**src/rtl/fpu_mul_arbiter.sv**
```systemverilog
// fpu_mul_arbiter: round-robin sharing of one fixed-latency FP32 multiplier between two requesters.
// Sticky exception status exists only when FPU_ARB_STICKY_FLAGS_EN is defined.
module fpu_mul_arbiter #(
    parameter int MUL_LAT = 3
) (
    input  logic        clk,
    input  logic        rst,
    input  logic        hold,
    input  logic        req0_valid,
    input  logic [31:0] req0_a,
    input  logic [31:0] req0_b,
    input  logic        req1_valid,
    input  logic [31:0] req1_a,
    input  logic [31:0] req1_b,
    output logic        req0_ready,
    output logic        req1_ready,
    output logic        mul_start,
    output logic [31:0] mul_a,
    output logic [31:0] mul_b,
    input  logic [31:0] mul_result,
    input  logic        mul_invalid,
    input  logic        mul_overflow,
    input  logic        mul_zero,
    output logic        rsp0_valid,
    output logic [31:0] rsp0_result,
    output logic [2:0]  rsp0_flags,
    output logic        rsp1_valid,
    output logic [31:0] rsp1_result,
    output logic [2:0]  rsp1_flags,
    output logic [2:0]  sticky0,
    output logic [2:0]  sticky1,
    input  logic [1:0]  sticky_clr,
    output logic        busy
);

    logic               r_ptr;
    logic [MUL_LAT-1:0] r_tag_v;
    logic [MUL_LAT-1:0] r_tag_id;
    logic               w_grant0;
    logic               w_grant1;
    logic               w_last_v;
    logic               w_last_id;
    logic [2:0]         w_flags;

    // Grants are suppressed during reset so the outputs are quiet from the first reset edge.
    always_comb begin
        w_grant0 = 1'b0;
        w_grant1 = 1'b0;
        if (!rst && !hold) begin
            if (req0_valid && (!req1_valid || !r_ptr)) begin
                w_grant0 = 1'b1;
            end else if (req1_valid) begin
                w_grant1 = 1'b1;
            end
        end
    end

    assign req0_ready = w_grant0;
    assign req1_ready = w_grant1;
    assign mul_start  = w_grant0 | w_grant1;
    assign mul_a      = w_grant0 ? req0_a : (w_grant1 ? req1_a : 32'd0);
    assign mul_b      = w_grant0 ? req0_b : (w_grant1 ? req1_b : 32'd0);

    always_ff @(posedge clk) begin
        if (rst) begin
            r_ptr <= 1'b0;
        end else if (mul_start) begin
            r_ptr <= w_grant0;
        end
    end

    // Tag pipeline mirrors the multiplier latency so the id lines up with mul_result.
    always_ff @(posedge clk) begin
        if (rst) begin
            r_tag_v  <= '0;
            r_tag_id <= '0;
        end else begin
            r_tag_v[0]  <= mul_start;
            r_tag_id[0] <= w_grant1;
            for (int i = 1; i < MUL_LAT; i++) begin
                r_tag_v[i]  <= r_tag_v[i-1];
                r_tag_id[i] <= r_tag_id[i-1];
            end
        end
    end

    assign w_last_v  = r_tag_v[MUL_LAT-1];
    assign w_last_id = r_tag_id[MUL_LAT-1];
    assign w_flags   = {mul_invalid, mul_overflow, mul_zero};
    assign busy      = |r_tag_v;

    genvar gi;
    generate
        for (gi = 0; gi < 2; gi++) begin : g_rsp
            logic        r_valid;
            logic [31:0] r_result;
            logic [2:0]  r_flags;
            logic        w_hit;

            assign w_hit = w_last_v && (w_last_id == 1'(gi));

            always_ff @(posedge clk) begin
                if (rst) begin
                    r_valid  <= 1'b0;
                    r_result <= 32'd0;
                    r_flags  <= 3'd0;
                end else begin
                    r_valid <= w_hit;
                    if (w_hit) begin
                        r_result <= mul_result;
                        r_flags  <= w_flags;
                    end
                end
            end

`ifdef FPU_ARB_STICKY_FLAGS_EN
            logic [2:0] r_sticky;

            // A response landing together with a clear replaces the status with the new flags.
            always_ff @(posedge clk) begin
                if (rst) begin
                    r_sticky <= 3'd0;
                end else if (r_valid) begin
                    r_sticky <= sticky_clr[gi] ? r_flags : (r_sticky | r_flags);
                end else if (sticky_clr[gi]) begin
                    r_sticky <= 3'd0;
                end
            end
`endif
        end
    endgenerate

    assign rsp0_valid  = g_rsp[0].r_valid;
    assign rsp0_result = g_rsp[0].r_result;
    assign rsp0_flags  = g_rsp[0].r_flags;
    assign rsp1_valid  = g_rsp[1].r_valid;
    assign rsp1_result = g_rsp[1].r_result;
    assign rsp1_flags  = g_rsp[1].r_flags;

`ifdef FPU_ARB_STICKY_FLAGS_EN
    assign sticky0 = g_rsp[0].r_sticky;
    assign sticky1 = g_rsp[1].r_sticky;
`else
    logic w_unused_clr;
    assign w_unused_clr = ^sticky_clr;
    assign sticky0      = 3'd0;
    assign sticky1      = 3'd0;
`endif

endmodule
```
**config.mk**
```make
export PLATFORM = sky130hd
export DESIGN_NAME = fpu_mul_arbiter
export DESIGN_NICKNAME = d
export VERILOG_FILES = /design/src/rtl/fpu_mul_arbiter.sv
export SDC_FILE = /design/constraint.sdc
export NUM_CORES = 1
export LEC_CHECK = 0
export CORE_AREA = 2 2 122 124
export CTS_CLUSTER_DIAMETER = 60
export DETAILED_ROUTE_END_ITERATION = 16
export DIE_AREA = 0 0 124 126
export GPL_ROUTABILITY_DRIVEN = 0
export PLACE_DENSITY = 0.75
export SLEW_MARGIN = 10
export SYNTH_ARGS = -nofsm -noshare
export SYNTH_HDL_FRONTEND = slang
export SYNTH_SLANG_ARGS = --single-unit
```
**constraint.sdc**
```tcl
create_clock -name clk -period 1.8 [get_ports clk]
set_clock_uncertainty 0.05 [all_clocks]
set_input_delay 0.36 -clock clk [delete_from_list [all_inputs] [get_ports clk]]
set_output_delay 0.36 -clock clk [all_outputs]
set_load 0.005 [all_outputs]
```
==> flow_results.org <==
** Power and ir drop
- The worst-case IR drop observed on VDD is 0.542 mV.
- Leakage power of the design :: 0.00282 uW
- Dividing total power by cell area gives a power density of 660 nW/um2.
- After layout, the design draws a total of 4730 uW.

** Outcome
- The checks that failed: setup timing.
- Run status :: complete, but fails checks

** Timing
- Pins over their slew limit :: 0
- Shortest period the worst path allows :: 2060 ps
- Once routing completed, OpenROAD measured the worst setup slack at -262 ps.
- At the pin with the least slew margin, the transition time is 815 ps.
- Unrepaired setup endpoints after global routing :: yes
- Final-report hold violation count :: 0
- Final count of negative-setup-slack endpoints :: 64
- Max Clock Freq :: 485 MHz
- Final critical-path share of the clock period :: 115%
- Worst hold slack :: 391 ps
- Headroom to the max-slew limit came out at 45.7%.

** GRT
- First-pass GRT wire length :: 23.9 mm
- Global routing used 20.5% of the available tracks across all layers.
- Summed over all layers, the global routing overflow is 0.
- Entering global routing, the biggest net connects 78 pins.
- Via count of the first global-routing pass :: 3982
- The number of antenna violations at the first check in global routing was 3.

** Critical path
- Traced cell by cell, the critical path runs through nand2_1, and3_4, buf_12, buf_16, buf_8, a22o_1, buf_2.
- The slowest stage of the critical path belongs to the cell sky130_fd_sc_hd__dfxtp_2.
- Data arrives at the worst endpoint at 1650 ps.
- On the worst path, the slowest cell contributes a delay of 340 ps.
- Critical path capture point type :: primary output
- By startpoint and endpoint, the worst setup path is classified as reg2out.
- For the worst setup path, the data required time is 1390 ps.
- STA classifies the critical path startpoint as a register.
- Of all nets on the critical path, the largest fanout is 6.

** Finish
- Cells with a size suffix above 1 make up 17.3% of the layout.
- The area growth from synthesis to layout is 108%.
- Leaving out fill and tap cells, the most frequent cell in the layout is sky130_fd_sc_hd__clkdlybuf4s50_1.
- Sequential cell area in the final layout :: 1580 um2
- After the last flow step, the layout net total stands at 906.
- The layout has 1370 filler cells.
- Area of combinational cells with multiple inputs :: 1630 um2
- The top cell types in the final layout, fill and taps aside, are sky130_fd_sc_hd__clkdlybuf4s50_1, sky130_fd_sc_hd__nand2_1, sky130_fd_sc_hd__dfxtp_1.

** Logic synthesis
- Fraction of the mapped netlist area in compound gates :: 27.3%
- Synthesized instance count :: 420
- In this run, synthesis produced a sequential element count of 79.
- Combinational family with the most area after synthesis :: compound AO/OA/AOI/OAI gates
- The synthesized netlist devotes 0% of its cell area to XOR and XNOR gates.
- The synthesized netlist devotes 18.4% of its cell area to simple gates.
- Cell area after technology mapping :: 3440 um2
- Cell taking the most area after synthesis :: sky130_fd_sc_hd__dfxtp_1
- Number of distinct library cells after synthesis :: 21
- Total number of yosys warnings :: 0
- Of the total synthesized cell area, the portion taken by full adders, half adders and majority gates is 0%.
- Cell types occupying the most area after synthesis :: sky130_fd_sc_hd__dfxtp_1, sky130_fd_sc_hd__a22o_1, sky130_fd_sc_hd__nand2_1
- Syn_area_per_cell :: 8.20 um2
- Multiplexer cells account for 0% of the synthesized area.
- Sequential-to-total area share from yosys stat :: 45.9%
- After synthesis, the largest area contributor takes up 45.9% of total cell area.

** Die
- The region available for standard cell placement spans 14300 um2.
- Floorplan die height :: 126 um
- Die Width :: 124 um
- Row count :: 44
- Die Outline Area :: 15600 um2
- Starting density of the core :: 24.0%
- 316 I/O pins were placed.

** Clocking
- No sink is reached through more buffers than the 2 on the longest clock path.
- Number of CTS-inserted buffers :: 9
- Clock latency on the worst-skew pair :: 330 ps
- Clock-pin transition on the worst setup and hold timing paths :: 60 ps
- TritonCTS built the clock tree.
- The clock net in this run drives a total of 79 sinks.
- The root buffer cell chosen for the clock tree is sky130_fd_sc_hd__clkbuf_16.
- In this run the number of H-tree levels came out at 3.

** Routing
- In the routed layout, each cell is associated on average with a via count of 4.63.
- For this block, the routed nets add up to 17.0 mm of wire.
- Dividing the detail-routed wire length by the instance count gives 18.3 um.
- DRC violations left :: 0
- Number of routed nets with antenna violations :: 0
- Detailed routing inserted a total of 4298 vias.
- For this run, the detailed router's first-pass iteration total came to 5.
- Detailed router's first-iteration violation count :: 240

** Place
- Pre-CTS setup slack :: -767 ps
- The wire-length estimate of the detail-placed layout is 11.9 mm.
- Port buffering added 307 buffers.

** Flow run
- Maximum capacitance violations :: 0

** Hold path
- Class of the most critical hold timing path :: reg2reg
## worst paths after layout
check / from / end / slack (ps) / cells past startpoint
max reg2reg: r_tag_v[2]$_SDFF_PP0_ / rsp0_result[19]$_SDFFE_PP0P_ / 590 / 4
min: r_tag_id[0]$_SDFF_PP0_ / r_tag_id[1]$_SDFF_PP0_ / 390 / 1
min reg2reg: r_tag_id[0]$_SDFF_PP0_ / r_tag_id[1]$_SDFF_PP0_ / 390 / 1
max: r_ptr$_SDFFE_PP0P_ / mul_a[29] / -260 / 7
## timing repair
action | CTS | global route
pin swaps | 19 | 7
hold buffers | 0 | 0
setup endpoints to repair | 68 | 65
resized for setup | 284 | 10
cloned | 8 | 2
endpoints found under the hold margin | 0 | 0
setup buffers | 12 | 0
## flip-flops by register name, summed over array words and instances, names as in the netlist
signal       cells
rsp0_result     32
rsp0_valid       1
r_tag_v          3
rsp1_flags       3
r_ptr            1
r_tag_id         3
rsp1_result     32
rsp0_flags       3
rsp1_valid       1
## kinds of logic (layout without fill, tap and decap cells)
| logic type | count (synthesis) | in the layout |
|---|---|---|
| compound gates | 138 | 138 |
| buf+inv | 45 | 361 |
| flops | 79 | 79 |
| other cells | 1 | 10 |
| simple gates | 157 | 157 |
## cell usage after synthesis, drive strengths merged
cell type,number
nand2,142
dfxtp,79
a21oi,71
a22o,64
buf,36
clkbuf,8
nor2b,5
and3,3
nor2,3
nand2b,2
o21a,2
a311oi,1
and2,1
conb,1
inv,1
or3,1
## layout make-up
class | count | area share (%)
tap | 184 | 3.22
antenna | 4 | 0.140
inverter | 1 | 0.0524
timing repair buffer | 344 | 46.8
sequential | 79 | 22.1
multi-input combinational | 301 | 22.7
clock buffer | 11 | 3.53
clock inverter | 5 | 1.45
## worst max-delay path, delay by kind of cell (launching register included)
kind                   cells  cell delay [ps]
and+or+nand+nor            2              260
DFF                        1              340
buffers and inverters      4              510
AOI/OAI and AO/OA          1              200
## report_power, final
| group | internal (uW) | switching [uW] |
|---|---|---|
| registers | 1770 | 10.2 |
| clock network | 1430 | 710 |
| logic | 538 | 270 |
| total | 3740 | 990 |
## through the flow
step	util, %	instances	area [um2]	setup TNS, ps
detailed placement	46.8	891	6700	-45310
floorplan	-	425	3460	0
global placement	46.8	891	6700	-44090
CTS	49.6	924	7090	-13910
global route	50.0	926	7150	-15300
finish	50.0	929	7160	-12040
## layer usage
metal / part of all wire [%] / global-route usage [%]
met5: 0.053 / 0
met4: 1.4 / 4.69
met3: 12 / 7.20
met2: 46 / 33.4
met1: 41 / 26.0
Power figures use the tool's default switching activity.
